===== src/rtl/reg_vga_ctrl.sv =====
// reg_vga_ctrl: VGA register block on the local peripheral bus.
//
// Provides enable and interrupt-enable control, live and sticky (W1C) blanking status with a
// level interrupt, a free-running frame counter and NUM_PLANE double-buffered scroll registers
// whose active copies load at vertical-blank start.
//
// Optional build macro: VGA_LINE_COUNTER_EN adds a saturating read-only line counter at 0x0C.
// Without it, 0x0C is unmapped and no counter logic exists.
//
// Ports:
//   clk_i        clock
//   rst_i        synchronous active-high reset
//   sel_i        block select
//   addr_i       byte address, only [7:2] decoded
//   we_i         [2]=write, [1:0]: 00 byte, 01 halfword, 10 word
//   wdata_i      write data
//   rdata_o      combinational read data (0 when unselected or unmapped)
//   vblank_i     vertical blank from the timing generator
//   hblank_i     horizontal blank from the timing generator
//   vga_en_o     VGA enable (CTRL bit 0)
//   irq_o        level interrupt request
//   scroll_x_o   active X offsets, plane p at [p*SCROLL_W +: SCROLL_W]
//   scroll_y_o   active Y offsets, same packing
module reg_vga_ctrl #(
    parameter int unsigned XLEN      = 32,
    parameter int unsigned NUM_PLANE = 2,
    parameter int unsigned SCROLL_W  = 10,
    parameter int unsigned FCNT_W    = 16
) (
    input  logic                          clk_i,
    input  logic                          rst_i,
    input  logic                          sel_i,
    input  logic [XLEN-1:0]               addr_i,
    input  logic [2:0]                    we_i,
    input  logic [XLEN-1:0]               wdata_i,
    output logic [XLEN-1:0]               rdata_o,
    input  logic                          vblank_i,
    input  logic                          hblank_i,
    output logic                          vga_en_o,
    output logic                          irq_o,
    output logic [NUM_PLANE*SCROLL_W-1:0] scroll_x_o,
    output logic [NUM_PLANE*SCROLL_W-1:0] scroll_y_o
);

    localparam logic [5:0]  IdxCtrl   = 6'h00;
    localparam logic [5:0]  IdxStat   = 6'h01;
    localparam logic [5:0]  IdxFcnt   = 6'h02;
`ifdef VGA_LINE_COUNTER_EN
    localparam logic [5:0]  IdxLine   = 6'h03;
`endif
    localparam int unsigned IdxScroll = 8;

    logic [5:0]      word_idx;
    logic            wr_en;
    logic [XLEN-1:0] wmask;

    assign word_idx = addr_i[7:2];
    assign wr_en    = sel_i & we_i[2];

    // Byte-lane mask of the bits a write may touch.
    always_comb begin
        wmask = '0;
        case (we_i[1:0])
            2'b00:   wmask[7:0]  = '1;
            2'b01:   wmask[15:0] = '1;
            default: wmask       = '1;
        endcase
    end

    logic unused_bus;
    assign unused_bus = ^{addr_i[XLEN-1:8], addr_i[1:0], wdata_i, wmask};

    // ------------------------------------------------------------------
    // Blank edge detection
    // ------------------------------------------------------------------
    logic vblank_q, hblank_q;
    logic vrise, hrise;

    assign vrise = vblank_i & ~vblank_q;
    assign hrise = hblank_i & ~hblank_q;

    // ------------------------------------------------------------------
    // CTRL, STAT flags, FCNT
    // ------------------------------------------------------------------
    logic [2:0]        ctrl_q, ctrl_d;
    logic              vflag_q, vflag_d;
    logic              hflag_q, hflag_d;
    logic [FCNT_W-1:0] fcnt_q, fcnt_d;

    always_comb begin
        ctrl_d = ctrl_q;
        if (wr_en && word_idx == IdxCtrl) begin
            // CTRL bits sit in byte 0, which every lane size covers.
            ctrl_d = wdata_i[2:0];
        end

        vflag_d = vflag_q;
        hflag_d = hflag_q;
        if (wr_en && word_idx == IdxStat) begin
            if (wmask[8] && wdata_i[8]) vflag_d = 1'b0;
            if (wmask[9] && wdata_i[9]) hflag_d = 1'b0;
        end
        // Applied after the clear so a coincident event wins.
        if (vrise && ctrl_q[0]) vflag_d = 1'b1;
        if (hrise && ctrl_q[0]) hflag_d = 1'b1;

        fcnt_d = fcnt_q;
        if (wr_en && word_idx == IdxFcnt) begin
            fcnt_d = '0;
        end else if (vrise && ctrl_q[0]) begin
            fcnt_d = fcnt_q + FCNT_W'(1);
        end
    end

    always_ff @(posedge clk_i) begin
        if (rst_i) begin
            vblank_q <= 1'b0;
            hblank_q <= 1'b0;
            ctrl_q   <= '0;
            vflag_q  <= 1'b0;
            hflag_q  <= 1'b0;
            fcnt_q   <= '0;
        end else begin
            vblank_q <= vblank_i;
            hblank_q <= hblank_i;
            ctrl_q   <= ctrl_d;
            vflag_q  <= vflag_d;
            hflag_q  <= hflag_d;
            fcnt_q   <= fcnt_d;
        end
    end

    assign vga_en_o = ctrl_q[0];
    assign irq_o    = (vflag_q & ctrl_q[1]) | (hflag_q & ctrl_q[2]);

`ifdef VGA_LINE_COUNTER_EN
    // ------------------------------------------------------------------
    // Line counter: vrise restart dominates a coincident hrise
    // ------------------------------------------------------------------
    logic [11:0] line_q, line_d;

    always_comb begin
        line_d = line_q;
        if (vrise) begin
            line_d = '0;
        end else if (hrise && ctrl_q[0] && !(&line_q)) begin
            line_d = line_q + 12'd1;
        end
    end

    always_ff @(posedge clk_i) begin
        if (rst_i) begin
            line_q <= '0;
        end else begin
            line_q <= line_d;
        end
    end
`endif

    // ------------------------------------------------------------------
    // Scroll planes: staging written by the bus, active loaded from staging
    // ------------------------------------------------------------------
    logic [NUM_PLANE-1:0][XLEN-1:0] stg_word;
    logic                           load_active;

    // Disabled: active tracks staging every cycle. Enabled: only at vblank start.
    assign load_active = ~ctrl_q[0] | vrise;

    for (genvar p = 0; p < NUM_PLANE; p++) begin : g_plane
        logic [SCROLL_W-1:0] stg_x_q, stg_x_d;
        logic [SCROLL_W-1:0] stg_y_q, stg_y_d;
        logic [SCROLL_W-1:0] act_x_q, act_y_q;
        logic                hit;

        assign hit = wr_en && (word_idx == 6'(IdxScroll + p));

        always_comb begin
            stg_x_d = stg_x_q;
            stg_y_d = stg_y_q;
            if (hit) begin
                stg_x_d = (stg_x_q & ~wmask[SCROLL_W-1:0])
                        | (wdata_i[SCROLL_W-1:0] & wmask[SCROLL_W-1:0]);
                stg_y_d = (stg_y_q & ~wmask[16 +: SCROLL_W])
                        | (wdata_i[16 +: SCROLL_W] & wmask[16 +: SCROLL_W]);
            end
        end

        always_ff @(posedge clk_i) begin
            if (rst_i) begin
                stg_x_q <= '0;
                stg_y_q <= '0;
                act_x_q <= '0;
                act_y_q <= '0;
            end else begin
                stg_x_q <= stg_x_d;
                stg_y_q <= stg_y_d;
                // Loads the pre-write staging value; a same-cycle write waits for the next load.
                if (load_active) begin
                    act_x_q <= stg_x_q;
                    act_y_q <= stg_y_q;
                end
            end
        end

        assign stg_word[p] = (XLEN'(stg_y_q) << 16) | XLEN'(stg_x_q);
        assign scroll_x_o[p*SCROLL_W +: SCROLL_W] = act_x_q;
        assign scroll_y_o[p*SCROLL_W +: SCROLL_W] = act_y_q;
    end

    // ------------------------------------------------------------------
    // Read mux
    // ------------------------------------------------------------------
    always_comb begin
        rdata_o = '0;
        if (sel_i) begin
            case (word_idx)
                IdxCtrl: rdata_o[2:0] = ctrl_q;
                IdxStat: begin
                    rdata_o[0] = vblank_i;
                    rdata_o[1] = hblank_i;
                    rdata_o[8] = vflag_q;
                    rdata_o[9] = hflag_q;
                end
                IdxFcnt: rdata_o[FCNT_W-1:0] = fcnt_q;
`ifdef VGA_LINE_COUNTER_EN
                IdxLine: rdata_o[11:0] = line_q;
`endif
                default: begin
                    for (int p = 0; p < NUM_PLANE; p++) begin
                        if (word_idx == 6'(IdxScroll + p)) rdata_o = stg_word[p];
                    end
                end
            endcase
        end
    end

endmodule


===== config.mk =====
export PLATFORM = sky130hd
export DESIGN_NAME = reg_vga_ctrl
export DESIGN_NICKNAME = d
export VERILOG_FILES = /design/src/rtl/reg_vga_ctrl.sv
export SDC_FILE = /design/constraint.sdc
export NUM_CORES = 1
export LEC_CHECK = 0
export CAP_MARGIN = 20
export CORE_ASPECT_RATIO = 0.7
export CORE_MARGIN = 4
export CORE_UTILIZATION = 25
export CTS_BUF_LIST = sky130_fd_sc_hd__clkbuf_8
export CTS_CLUSTER_DIAMETER = 80
export DETAILED_ROUTE_END_ITERATION = 16
export GPL_ROUTABILITY_DRIVEN = 0
export PLACE_DENSITY = 0.59
export SYNTH_ARGS = -nofsm -noshare
export SYNTH_HDL_FRONTEND = slang
export SYNTH_SLANG_ARGS = --single-unit

===== constraint.sdc =====
create_clock -name clk_i -period 1.92 [get_ports clk_i]
set_input_delay 0.192 -clock clk_i [delete_from_list [all_inputs] [get_ports clk_i]]
set_output_delay 0.192 -clock clk_i [all_outputs]
set_load 0.01 [all_outputs]

# --- Word level (Yosys, flattened, before mapping) ---
# Cells that the tools add are included.
word_totals:
  regBits: 103
  elab_cells: 82
classes:
  add_sub_neg: 1
  eq_ne: 5
  n_mux: 17
  bitwise: 24
  reduce_logical: 21
ops:
  columns: ["cell", "n"]
  rows:
  - ["bitwise AND 10 bit", 6]
  - ["two-way mux 26 bit", 2]
  - ["bitwise OR 26 x 10 -> 26 bit", 2]
  - ["bitwise OR 10 bit", 4]
  - ["two-way mux 32 bit", 1]
  - ["inverter 10 bit", 2]
  - ["adder 16 x 1 -> 16 bit, second input constant", 1]
  - ["two-way mux 16 bit", 1]
  - ["== test 6 x 4 -> 1 bit, second input constant", 2]
  - ["one-hot mux 2 bit (3 select lines)", 2]
  - ["one-hot mux 6 bit (2 select lines)", 1]
  - ["two-way mux 10 bit", 1]
  - ["one-hot mux 5 bit (2 select lines)", 1]
  - ["logical AND 1 bit", 9]
  - ["nonzero test 2 bit", 4]
  - ["== test 6 x 1 -> 1 bit, second input constant", 1]
  - ["== test 6 x 2 -> 1 bit, second input constant", 1]
  - ["logical NOT 6 bit", 1]
  - ["two-way mux 1 bit", 6]
  - ["OR reduction 2 bit", 3]
  - ["bitwise AND 1 bit", 5]
  - ["AND reduction 2 bit", 2]
  - ["inverter 1 bit", 3]
  - ["one-hot mux 1 bit (3 select lines)", 1]
  - ["5 further kinds", 6]

# --- Logic depth before layout (Yosys ltp) ---
# Gate-level depths: netlist (run 1).
depth:
  ltp_word: 6
  ltp_mapped: 6

# --- Least setup slack after synthesis (run 1) ---
# Ideal clock, no wire load.
synth_timing:
  path_kind: "register to register"
  from: "reg ctrl_q[0]"
  to: "reg fcnt_q[15]"
  arrival_time_ns: 1.745
  slack_ns: 0.105
  path_stages_with_launch: 6
  n_path_buf: 1
  path_cell_list: "dfxtp_1 clkbuf_2 nand4b_2 or4_4 or3_1 a21oi_1"
synth_via:
  elab_chain_len: 1
synth_lines:
  columns: ["element", "line_no", "rtl"]
  rows:
  - ["start, declared", "85", "logic [2:0] ctrl_q, ctrl_d;"]
  - ["start signal, assigned", "126", "ctrl_q <= ctrl_d;"]
  - ["logical AND 1 bit", "110", "end else if (vrise && ctrl_q[0]) begin"]
  - ["end signal, assigned", "129", "fcnt_q <= fcnt_d;"]
  - ["end, declared", "88", "logic [FCNT_W-1:0] fcnt_q, fcnt_d;"]
# Every way passes these cells.
# A chain may end at the register's enable or synchronous reset.

# --- Worst setup path in the final report (run 1) ---
layout_timing:
  from: "in addr_i[7]"
  to: "out rdata_o[4]"
layout_via:
  elab_chain_len: 5
  elab_cells_between_ends: 10
  cone_classes: "4 x eq/ne; 4 x mux; 2 x reduce/logical"
layout_lines:
  columns: ["element", "line_no", "rtl"]
  rows:
  - ["start, declared", "33", "input logic [XLEN-1:0] addr_i,"]
  - ["== test 6 x 4 -> 1 bit", "230", "if (word_idx == 6'(IdxScroll + p)) rdata_o = stg_word[p];"]
  - ["two-way mux 26 bit (2 in series)", "230", null]
  - ["one-hot mux 5 bit (2 select lines) (*)", "216", "case (word_idx)"]
  - ["two-way mux 32 bit (*)", "215", "if (sel_i) begin"]
  - ["end, declared", "36", "output logic [XLEN-1:0] rdata_o,"]
# Mark *: on every way between the ends. The rest lies on a longest branch, timed or not.

==> results.ini, run 1 <==
[run_status]
status = completed

[sta]
fin_crit_ps = 1840
finalCritPeriodShare = 0.960
hold_slack_ps = 110
fmax_mhz = 543
skew_ps = 12.2
fin_setup_tns_ps = 0
drv_slew = 0
setup_slack_ps = 77.1
setup_violations = 0
final-hold-violation-count = 0

[flow_run]
drv_cap = 0

[critical_path]
crit_top_cell = buf_6
cp.arrival_ps = 1650
reg2reg_slack_ps = 220
r2r-start = fcnt_q[6]
path_max_fanout = 5
r2r-end = fcnt_q[15]
cp_cell_sequence = clkdlybuf4s15_1, or4_4, buf_6, nor3_4, buf_6, a221o_1, buf_2
critPathLaunchType = primary input
required_ps = 1730
worstRegToRegCells = 4
crit_path_end_kind = output pin
critPathMaxStageDelay_ps = 500
path_class = in2out
worst_path_max_delay_cell = or4_4

[die]
die_area_um2 = 20000
die_x_um = 167
io_pins = 146
placementRows = 40
coreArea_um2 = 17300
fp.dieH_um = 120
start_util = 0.257

[clock_tree]
numCtsBuffers = 9
htree_levels = 3
clkSinkCount = 103
root_buffer = clkbuf_8
tritoncts = done
clk_latency_ps = 370
clk_path_buf_depth = 2
clkTransAtPathRegs_ps = 100

[final_layout]
final_cell_mix = dfxtp_1, nand2_1, nor2_1
area_growth_pct = 42.1
nFillCells = 1817
post-route-util = 0.365
fin_nets = 725
drive_gt1_frac = 0.189
layout_commonest_cell = dfxtp_1
num_antenna_cells = 0

[routing]
drt_first_pass_iters = 6
wirelength_um = 14100
wl_per_cell_um = 15.8
ant_nets = 0
vias = 3935
viasPerCell = 4.43
route.detailed.drc = 0
drtIter0Drc = 216

[global_routing]
grt_max_degree = 42
grt_pass1_wl_um = 22000
overflow = 0
grtUsageTotal = 0.139
grt_pass1_vias = 3856
antenna_found_initial = 0

[hold_path]
min_path_type = in2reg
hold_depth = 2
worstHoldStart = rst_i

[synthesis]
yosysSeqAreaShare = 0.463
syn_inst = 515
syn_area_um2 = 4450
yosysWarnings = 0
synth-seq-cells = 103
async_flop_share = 0
synth_edf_count = 0
avgSynthCellArea_um2 = 8.64
ys_types = 48
synth_ff_type = dfxtp_1

[placed_design]
dp_slack_ps = -630
port_buffers = 101
hpwlAfterDp_um = 10000

[pwr]
ir_drop_mv = 0.294
p_per_area_nw_per_um2 = 603
finalPower_uw = 3810
leakage_uw = 0.00230

-- synth_stat cells, types with 5 or more instances --
cell type / n / area, um2
mux2i_1: 47 / 470
inv_1: 5 / 18.8
a21oi_1: 46 / 230
a22oi_1: 11 / 82.6
nor4_1: 6 / 37.5
clkbuf_1: 23 / 86.3
nor2b_1: 5 / 31.3
nor2_1: 73 / 274
nand2_1: 91 / 342
dfxtp_1: 103 / 2060
nor3_1: 9 / 45.0
o21ai_0: 6 / 30.0
and2_1: 9 / 56.3
a221o_1: 5 / 50.1
buf_4: 8 / 60.1
nand4_1: 5 / 31.3
and3_1: 5 / 31.3
xnor2_1: 10 / 87.6
-- kinds of logic (layout without fill, tap and decap cells) --
logic type / Yosys count / in the layout / synth area share
AND/OR/NAND/NOR: 224 / 224 / 0.234
flip-flops: 103 / 103 / 0.463
AO/OA/AOI/OAI: 82 / 82 / 0.118
multiplexers: 50 / 50 / 0.113
buffers and inverters: 42 / 179 / 0.0447
XOR/XNOR: 12 / 12 / 0.0236
adder cells (fa/ha/maj): 1 / 1 / 0.00281
other: 1 / 6 / 0.000843
-- report_power, final --
| group | switching (uW) | internal, uW |
|---|---|---|
| Combinational | 146 | 128 |
| Sequential | 2.91 | 2140 |
| Clock | 790 | 607 |
| Total | 939 | 2870 |
-- repair_timing --
action                                  4_1_cts  5_1_grt
endpoints found under the setup margin       26       19
hold buffers                                  0        0
cloned                                        3        0
resized for setup                           113       11
setup buffers                                 6        1
pin swaps                                     9        5
-- final cells by class --
class | count | area, um2 | share of cell area
well taps | 231 | 289 | 0.0457
clock inverters | 7 | 70.1 | 0.0111
repair buffers | 158 | 1460 | 0.231
clock buffers | 9 | 124 | 0.0196
inverters | 5 | 18.8 | 0.00297
multi-input cells | 375 | 2300 | 0.363
flip-flops and latches | 103 | 2070 | 0.327
-- through the flow --
stage | instance area, um2 | instances
6_report | 6320 | 888
3_5_place_dp | 6030 | 862
4_1_cts | 6290 | 887
5_1_grt | 6320 | 888
2_1_floorplan | 4470 | 520
3_3_place_gp | 6030 | 862
-- how the worst max path moves through the flow --
stage,startpoint,to
floorplan,ctrl_q[0],fcnt_q[15]
global placement,addr_i[7],rdata_o[4]
detailed placement,addr_i[7],rdata_o[4]
CTS,sel_i,rdata_o[4]
global route,addr_i[7],rdata_o[4]
finish,addr_i[7],rdata_o[4]
-- routing by layer --
metal	track usage	wire [um]	up-vias
li1	-	-	2020
met1	0.212	7430	1820
met2	0.191	5530	86
met3	0.0464	1020	9
met4	0.0243	83	0
met5	0	0	-
-- worst max-delay path, delay by kind of cell --
family	cells	cell delay, ps
AND/OR/NAND/NOR	2	670
AO/OA/AOI/OAI	1	150
buffers and inverters	4	640
No activity file was read; power rests on OpenSTA's default activity.
==> run 2: changes to the inputs <==
==> constraint.sdc (replaced) <==
create_clock -name clk_i -period 2 [get_ports clk_i]
set_input_delay 0.2 -clock clk_i [delete_from_list [all_inputs] [get_ports clk_i]]
set_output_delay 0.2 -clock clk_i [all_outputs]
set_load 0.01 [all_outputs]
==> results.ini, run 2 (synthesized netlist as in run 1, its figures left out) <==
[run_status]
status = completed

[clock_tree]
clk_path_buf_depth = 2  ; unchanged
htree_levels = 3  ; unchanged
numCtsBuffers = 9  ; unchanged
tritoncts = done
clkTransAtPathRegs_ps = 120  ; +20 ps
root_buffer = clkbuf_8
postCtsHoldBufs = 0  ; unchanged
clk_latency_ps = 380  ; about the same
clkSinkCount = 103  ; unchanged

[pwr]
clkPwrFrac = 0.365  ; about the same
swShare = 0.268  ; +0.0215
p_int_uw = 2670  ; -7.1%
leakage_uw = 0.00227  ; -1.3%
seqPwrFrac = 0.564  ; +0.002
ir_drop_mv = 0.314  ; +6.6%
power.switching_uw = 977  ; +4.0%
power_frac_comb = 0.071  ; about the same
p_per_area_nw_per_um2 = 580  ; -3.8%

[die]
io_pins = 146  ; unchanged
start_util = 0.257  ; unchanged
die_area_um2 = 20000  ; unchanged
coreArea_um2 = 17300  ; unchanged
fp.dieH_um = 120  ; unchanged
placementRows = 40  ; unchanged
die_x_um = 167  ; unchanged

[final_layout]
area_growth_pct = 41.3
nFillCells = 1840  ; +1.3%
post-route-util = 0.363  ; -0.00195
final_cell_mix = dfxtp_1, nand2_1, nor2_1
fin_nets = 721  ; -0.55%
num_antenna_cells = 0  ; unchanged
drive_gt1_frac = 0.168  ; -0.0203
layout_commonest_cell = dfxtp_1

[global_routing]
grt_max_degree = 42  ; unchanged
grt_pass1_vias = 3779  ; -2.0%
grt_pass1_wl_um = 22000  ; about the same
antenna_found_initial = 0  ; unchanged
grtUsageTotal = 0.138  ; -0.00120
overflow = 0  ; unchanged

[flow_run]
drv_cap = 0  ; unchanged

[critical_path]
path_class = in2out
critPathLaunchType = primary input
path_max_fanout = 5  ; unchanged
required_ps = 1800  ; +70 ps
crit_path_end_kind = output pin
cp.arrival_ps = 1760  ; +110 ps

[sta]
finalCritPeriodShare = 0.982
setup_violations = 0  ; unchanged
fin_crit_ps = 1960
fmax_mhz = 509
drv_slew = 0  ; unchanged
final-hold-violation-count = 0  ; unchanged
setup_slack_ps = 36.5  ; -40.6 ps
skew_ps = 16.9  ; +4.74 ps

[routing]
drtIter0Drc = 234  ; +8.3%
wl_per_cell_um = 15.7  ; -1.1%
wirelength_um = 13800  ; -1.5%
viasPerCell = 4.44  ; +0.30%
vias = 3929  ; -0.15%
route.detailed.drc = 0  ; unchanged
ant_nets = 0  ; unchanged
drt_first_pass_iters = 4  ; -2

[hold_path]
min_path_type = in2reg

[placed_design]
hpwlAfterDp_um = 9990  ; -0.56%
port_buffers = 101  ; unchanged
dp_slack_ps = -576  ; +53.8 ps

==> run 2: metal layers <==
metal / GRT usage / share of wire / vias to the layer above
met5: 0 / 0 / -
met4: 0.0243 / 0.0066 / 0
met3: 0.0461 / 0.093 / 8
met2: 0.185 / 0.39 / 114
met1: 0.213 / 0.51 / 1792
li1: - / - / 2015
==> run 2: area by class of cell <==
cell class,instances,area (um2),area share
Multi-Input combinational cell,375,2280,0.363
Sequential cell,103,2060,0.328
Timing Repair Buffer,154,1440,0.229
Tap cell,231,289,0.0460
Clock buffer,9,124,0.0197
Clock inverter,7,73.8,0.0117
Inverter,5,18.8,0.00298
==> run 2: critical path: stages <==
cell             delay [ps]
dlygate4sd2_1           250
or4_4                   530
buf_6                   150
o21ai_4                 220
buf_6                   150
nor2_1                   40
clkdlybuf4s15_2         220
==> run 2: power by group through the flow <==
stage | Clock [uW] | Combinational [uW] | Sequential (uW)
after detailed placement | 0 | 241 | 2100
final | 1330 | 260 | 2060
after floorplan | 0 | 105 | 2100
after global routing | 1480 | 279 | 2060
after CTS | 1390 | 257 | 2060
after global placement | 0 | 241 | 2100
==> run 2: repair_timing <==
action,4_1_cts,5_1_grt
gates cloned,3,0
pin swaps,4,6
resized for setup,95,11
hold endpoints to repair,0,0
endpoints found under the setup margin,26,14
setup buffers,4,1
==> run 2: stage by stage <==
| stage | hold slack (ps) | setup TNS (ps) | instance area, um2 | power [uW] | instances |
|---|---|---|---|---|---|
| after global routing | 75.1 | -14.0 | 6290 | 3820 | 884 |
| after floorplan | 328 | 0 | 4470 | 2210 | 520 |
| after global placement | 441 | -21240 | 6020 | 2350 | 860 |
| final | 87.6 | 0 | 6290 | 3650 | 884 |
| after CTS | 78.0 | 0 | 6290 | 3700 | 883 |
| after detailed placement | 445 | -22230 | 6020 | 2350 | 860 |
==> run 2: final timing paths <==
check | from | end | slack [ps] | cells past startpoint
max | addr_i[5] | rdata_o[22] | 40 | 7
max reg2reg | fcnt_q[8] | fcnt_q[15] | 250 | 4
min | rst_i | vflag_q | 90 | 2
min reg2reg | g_plane[1].act_x_q[1] | g_plane[1].act_x_q[1] | 460 | 2
